File: config.mk
export PLATFORM = sky130hd
export DESIGN_NAME = gshare_branch_predictor
export DESIGN_NICKNAME = d
export VERILOG_FILES = /design/src/rtl/gshare_branch_predictor.sv
export SDC_FILE = /design/constraint.sdc
export NUM_CORES = 1
export LEC_CHECK = 0
export ABC_CLOCK_PERIOD_IN_PS = 2950
export CAP_MARGIN = 10
export CORE_MARGIN = 8
export CORE_UTILIZATION = 54
export CTS_BUF_LIST = sky130_fd_sc_hd__clkbuf_8
export CTS_CLUSTER_SIZE = 20
export DETAILED_ROUTE_END_ITERATION = 16
export PLACE_DENSITY = 0.78
export SLEW_MARGIN = 20
export SYNTH_ARGS = -nofsm -noshare
export SYNTH_HDL_FRONTEND = slang
export SYNTH_SLANG_ARGS = --single-unit
File: constraint.sdc
create_clock -name clk -period 2.95 [get_ports clk]
set_input_delay 0.7375 -clock clk [delete_from_list [all_inputs] [get_ports clk]]
set_output_delay 0.7375 -clock clk [all_outputs]
set_load 0.05 [all_outputs]
File: src/rtl/gshare_branch_predictor.sv
// gshare / bimodal branch direction predictor.
// 2-bit counter table, registered lookup, non-speculative history.
module gshare_branch_predictor #(
  parameter int         INDEX_BITS = 6,
  parameter int         HIST_BITS  = 4,
  parameter int         PC_LSB     = 2,
  parameter logic [1:0] INIT_STATE = 2'b01,
  parameter int         STAT_BITS  = 16,
  localparam int        GW = (HIST_BITS > 0) ? HIST_BITS : 1
) (
  input  logic                  clk,
  input  logic                  reset,
  input  logic                  lookup_valid,
  input  logic [31:0]           lookup_pc,
  output logic                  pred_valid,
  output logic                  pred_taken,
  output logic [INDEX_BITS-1:0] pred_index,
  input  logic                  upd_valid,
  input  logic [INDEX_BITS-1:0] upd_index,
  input  logic                  upd_taken,
  input  logic                  upd_mispredict,
  output logic [GW-1:0]         ghr,
  output logic [STAT_BITS-1:0]  lookup_count,
  output logic [STAT_BITS-1:0]  mispredict_count
);

  localparam int N = 1 << INDEX_BITS;

  logic [1:0]            ctr_q [N];
  logic [INDEX_BITS-1:0] hist_idx;
  logic [INDEX_BITS-1:0] lk_idx;
  logic [1:0]            upd_cur;
  logic [1:0]            upd_next;
  logic                  pc_unused;

  assign pc_unused = ^lookup_pc;

  if (HIST_BITS == 0) begin : g_bimodal
    assign hist_idx = '0;
    assign ghr      = '0;
  end else begin : g_gshare
    // zero-extend history up to the index width
    always_comb begin
      hist_idx         = '0;
      hist_idx[GW-1:0] = ghr;
    end

    // history shifts in resolved outcomes only
    always_ff @(posedge clk) begin
      if (reset) begin
        ghr <= '0;
      end else if (upd_valid) begin
        if (HIST_BITS == 1) ghr <= upd_taken;
        else ghr <= {ghr[GW-2:0], upd_taken};
      end
    end
  end

  assign lk_idx  = lookup_pc[PC_LSB +: INDEX_BITS] ^ hist_idx;
  assign upd_cur = ctr_q[upd_index];

  // saturating step of the counter being updated
  always_comb begin
    upd_next = upd_cur;
    unique case (1'b1)
      upd_taken && (upd_cur != 2'b11):
        upd_next = upd_cur + 2'd1;
      !upd_taken && (upd_cur != 2'b00):
        upd_next = upd_cur - 2'd1;
      default: ;
    endcase
  end

  // counter table: whole-table reset, one write port
  always_ff @(posedge clk) begin
    if (reset) begin
      for (int i = 0; i < N; i++) ctr_q[i] <= INIT_STATE;
    end else if (upd_valid) begin
      ctr_q[upd_index] <= upd_next;
    end
  end

  // registered prediction reads pre-update contents
  always_ff @(posedge clk) begin
    if (reset) begin
      pred_valid <= 1'b0;
      pred_taken <= 1'b0;
      pred_index <= '0;
    end else begin
      pred_valid <= lookup_valid;
      if (lookup_valid) begin
        pred_taken <= ctr_q[lk_idx][1];
        pred_index <= lk_idx;
      end
    end
  end

  // saturating statistics
  always_ff @(posedge clk) begin
    if (reset) begin
      lookup_count     <= '0;
      mispredict_count <= '0;
    end else begin
      if (lookup_valid && (lookup_count != '1))
        lookup_count <= lookup_count + STAT_BITS'(1);
      if (upd_valid && upd_mispredict &&
          (mispredict_count != '1))
        mispredict_count <= mispredict_count + STAT_BITS'(1);
    end
  end

endmodule

* Word level (Yosys, flattened, before mapping)
Memory sizes are Yosys's and may differ from the RTL's. A register that Yosys moved wholly into a read port is not among the register bits. Index checks and enable logic that the tools add are counted.
Storage, ports and cells: output and inout bits 44, memories kept 1, logic and storage cells 31, RAM bits 128, register bits 43, bits of input ports 44
Operators by class: equality and inequality tests 3, add/subtract/negate cells 4, mux-type cells 9, reductions and logical operators 8, bitwise logic cells 1
Memory list:
- ctr_q | depth 64, bits a word 2, rd ports 2, clocked after Yosys merged registers in 1, write ports 64, line 29 | logic [1:0] ctr_q [N];
Operators by type and width (number):
- 16-bit by 1-bit adder with 16-bit output (second input constant) | 2
- 16-bit != test (second input constant) | 2
- 1-bit 2-to-1 mux | 6
- 6-bit 2-to-1 mux | 1
- 6-bit by 4-bit XOR with 6-bit output | 1
- 1-bit logical AND | 5
- 2-bit one-hot mux with 2 select lines | 1
- 2-bit by 1-bit adder with 2-bit output (second input constant) | 1
- 2-bit 2-to-1 mux | 1
- 2-bit != test (second input constant) | 1
- 2-bit nonzero test | 1
- 2-bit OR reduction | 1
- 2-bit by 1-bit subtractor with 2-bit output (second input constant) | 1
- 1-bit zero test | 1

* Depth between registers and ports, before layout
word-level depth 5, mapped depth 12, mapped depth without buffers 7

* Worst setup path after synthesis
Ideal clock, no wire load.
path kind input to register, start point input port upd_index[1], end point memory ctr_q[10][0], data pin, data arrival time 2.671 ns, data required time 2.672 ns, buffers on the path 4, stages on the path 10, library setup time 0.278 ns, path slack 0.001 ns, cells stage by stage buf_6 -> buf_6 -> mux4_2 -> a221oi_2 -> o211ai_1 -> nor4_4 -> maj3_2 -> buf_6 -> buf_4 -> nand3_1
RTL lines:
- start, declared | line 19 | input logic [INDEX_BITS-1:0] upd_index,
- end, declared | line 29

==> summary.md <==
| Metric | Value |
|---|---|
| Crit path capture type | `flip-flop` |
| Cell Pwr Density | `roughly 470 nW/um^2` |
| Layout net count | `slightly above 1000` |
| Hold Crit Start | `pred_taken$_SDFFE_PP0P_` |
| Final Hold Vio Count | `0` |
| Worst endpoint data arrival time | `slightly above 3000 ps` |
| Via count of the routed design | `7448` |
| CP cell instances | `dlygate4sd2_1 -> buf_12 -> mux4_2 -> mux2i_2 -> o22ai_2 -> a221oi_2 -> and3_1 -> maj3_2 -> buf_12 -> buf_16 -> nor3_1` |
| CP Data Required Time | `between 3000 and 4000 ps` |
| Residual DRC count | `0` |
| Hpwl dp | `about 17000 um` |
| Leak Pwr | `about 3.8 nW` |
| Die area | `between 20000 and 25000 sq um` |
| Horiz. Die Dim | `approximately 140 um` |
| Area delta synth->final | `24.0%` |
| Max cap viols | `0` |
| Number of synthesized flops with an enable pin | `128` |
| Chip height | `~140 um` |
| Gpl congestion | `roughly 0.91` |
| Crit-path max cell delay | `~540 ps` |
| Worst ir drop on vdd | `~0.33 mV` |
| DP Cell Count | `between 1000 and 1500` |
| Startpoint types | `input port` |
| Ys async rst share | `0%` |
| Post-synth top flop | `edfxtp_1` |
| Min Tclk post-route | `2890 ps` |
| Largest net degree at the start of global routing | `49` |
| CTS sink count | `between 150 and 200` |
| Cts bufs inserted | `17` |
| TritonCTS clock tree | `built` |
| Initial Utilization | `54.7%` |
| Clk_lat worst skew | `between 400 and 500 ps` |
| Worst path bufs/invs | `4` |
| Layout cells sized above 1 | `about a quarter` |
| WL/cell | `20.9 um` |
| Cell variety after synth | `54` |
| Syn avg cell area | `between 10 and 15 sq um` |
| Yosys warns | `0` |
| Rel. slew slack | `48.2%` |
| Crit path kind | `input port to flip-flop` |
| Max Root-Sink Buffers | `2` |
| Post-synth top cells | `edfxtp_1 (128), nand2_1 (107), nor2_1 (103)` |
| Number of placement rows | `47` |
| IO Port Bufs | `roughly 60` |
| Flops & latches, synth | `172` |
| CP max-delay cell | `mux4_2` |
| Highest clock rate | `approximately 350 MHz` |
| Setup TNS | `0 ps` |
| Via density | `between 6 and 7` |
| Endpoints failing setup | `0` |
| Status | `finished clean` |
| CP dominant cell by count | `buf_12` |
| Routed Antenna Nets | `0` |
| Layout filler cell count | `between 1000 and 1500` |
| Fin crit share | `approximately 98%` |
| DRT iter0 DRCs | `832` |
| Netlist Area Pre-Place | `about 9000 sq um` |
| I/O pin cnt | `between 80 and 90` |
| Worst Clk Skew | `between 15 and 20 ps` |
| Overflow after GRT | `0` |
| 1st-pass router iterations | `5` |
| Area leader, netlist | `edfxtp_1` |
| Worst-Margin Slew | `roughly 770 ps` |
| Finished Layout Cells | `~1200` |
| Critical Path Source | `upd_index[0]` |
| Cells after Synth | `between 800 and 900` |
| Number of global-route vias before repair | `7267` |
| Global-route usage over all layers | `between 20% and 30%` |
| Top-area cell type share of the netlist area | `between 40% and 50%` |
| DRT Wirelength | `around 25000 um` |
| Tightest Hold Check Type | `flip-flop to flip-flop` |
| Synth top area cells | `edfxtp_1 (43%), dfxtp_1 (9.8%), mux4_2 (7.8%)` |
| Core Area | `16400 sq um` |
| # H-tree levels | `4` |
| Clock root buffer | `clkbuf_8` |
| CP delay by family, top | `multiplexers` |
| RR Startpoint | `ctr_q[3][1]$_SDFFCE_PN0P_` |
| Syn nets | `about 880` |
| Diode count | `0` |
| Most common cell in the synthesized netlist | `edfxtp_1` |
| Crit Path Max Fanout | `14` |
| First-pass GRT wire length | `between 30000 and 40000 um` |
| Sequential fraction of the synthesis area | `52.7%` |
| Clk slew on worst S/H paths | `90 ps` |
| Fin. max-slew vios | `0` |
| Initial antenna violation count | `0` |
-- logic make-up (layout without fill, tap and decap cells) --
group           count (synthesis)  after routing  synth area share [%]
simple gates                  386            386                  20.1
flops                         172            172                  52.7
compound gates                 94             94                  6.58
buf+inv                        80            227                  4.70
mux                            72             72                  12.5
xor+xnor                       29             29                  2.92
fa+ha+maj                       4              4                 0.516
-- cells in the final DEF (no fill, tap or decap), types with 4 or more instances in the layout --
| cell | n |
|---|---|
| o21ai_0 | 46 |
| inv_1 | 6 |
| buf_4 | 109 |
| and4_1 | 4 |
| mux2_2 | 10 |
| nand2b_1 | 4 |
| or3_1 | 7 |
| buf_12 | 13 |
| xor2_1 | 18 |
| clkbuf_8 | 17 |
| edfxtp_1 | 128 |
| nor2b_1 | 5 |
| inv_6 | 6 |
| and3_1 | 9 |
| nand4_1 | 12 |
| a22oi_1 | 9 |
| a21oi_1 | 8 |
| dfxtp_1 | 44 |
| nand2_1 | 107 |
| nor3_2 | 4 |
| nor2_1 | 101 |
| nand3_1 | 66 |
| clkdlybuf4s50_1 | 57 |
| mux4_2 | 31 |
| nor4_1 | 4 |
| mux2i_1 | 30 |
| nor3_1 | 42 |
| xnor2_1 | 9 |
| a22o_1 | 4 |
-- final cells by class --
| class | instances | area (sq um) | share of cell area (%) |
|---|---|---|---|
| Sequential cell | 172 | 4720 | 42.5 |
| Multi-Input combinational cell | 585 | 3930 | 35.4 |
| Timing Repair Buffer | 188 | 1790 | 16.1 |
| Tap cell | 220 | 275 | 2.47 |
| Clock buffer | 17 | 234 | 2.10 |
| Clock inverter | 15 | 136 | 1.23 |
| Inverter | 7 | 26.3 | 0.236 |
-- power by group --
group	internal, mW	total [mW]	switching [mW]
logic	0.395	0.923	0.528
registers	2.65	2.68	0.0372
clock network	0.679	1.58	0.903
total	3.72	5.19	1.47
-- metrics by stage --
step	power (mW)	hold WS, ps	setup WS, ps	instance area (sq um)	utilization, %
after floorplan	3.24	698	0.644	8970	-
after global placement	3.55	473	-564	10500	64.0
after detailed placement	3.57	480	-614	10500	64.0
after CTS	5.15	493	29.1	11000	67.1
after global routing	5.34	527	-4.44	11100	67.8
final	5.19	488	56.1	11100	67.8
-- worst paths after layout --
path	endpoint	slack (ps)	cells past startpoint
worst min register to register	pred_taken$_SDFFE_PP0P_	490	2
worst max register to register	ctr_q[26][0]$_SDFFCE_PN1P_	190	8
worst min-delay path	pred_taken$_SDFFE_PP0P_	490	2
worst max-delay path	ctr_q[51][1]$_SDFFCE_PN0P_	60	11
-- sequential cells by signal (all words and copies together) (netlist names) --
register	flops
ctr_q	128
lookup_count	16
mispredict_count	16
pred_index	6
ghr	4
pred_taken	1
pred_valid	1
-- worst register-to-register path, delay by kind of cell (launching register included) --
family,cells,cell delay [ps]
and+or+nand+nor,2,350
buffers and inverters,1,210
DFF,1,430
muxes,1,460
AOI/OAI and AO/OA,3,700
adders and majority gates,1,360
-- repair_timing --
| item | CTS | global route |
|---|---|---|
| buffers inserted | 5 | 1 |
| gates resized for setup | 16 | 19 |
| hold buffers | 0 | 0 |
| cloned | 1 | 2 |
| pin swaps | 8 | 7 |
| hold endpoints to repair | 0 | 0 |
| setup endpoints to repair | 128 | 58 |
-- layer usage --
| layer | global-route usage, % | routed length, um |
|---|---|---|
| met5 | 0 | 0 |
| met4 | 10.8 | 1040 |
| met3 | 5.31 | 2870 |
| met2 | 40.5 | 12200 |
| met1 | 28.8 | 9130 |
No activity file was read; power rests on OpenSTA's default activity.
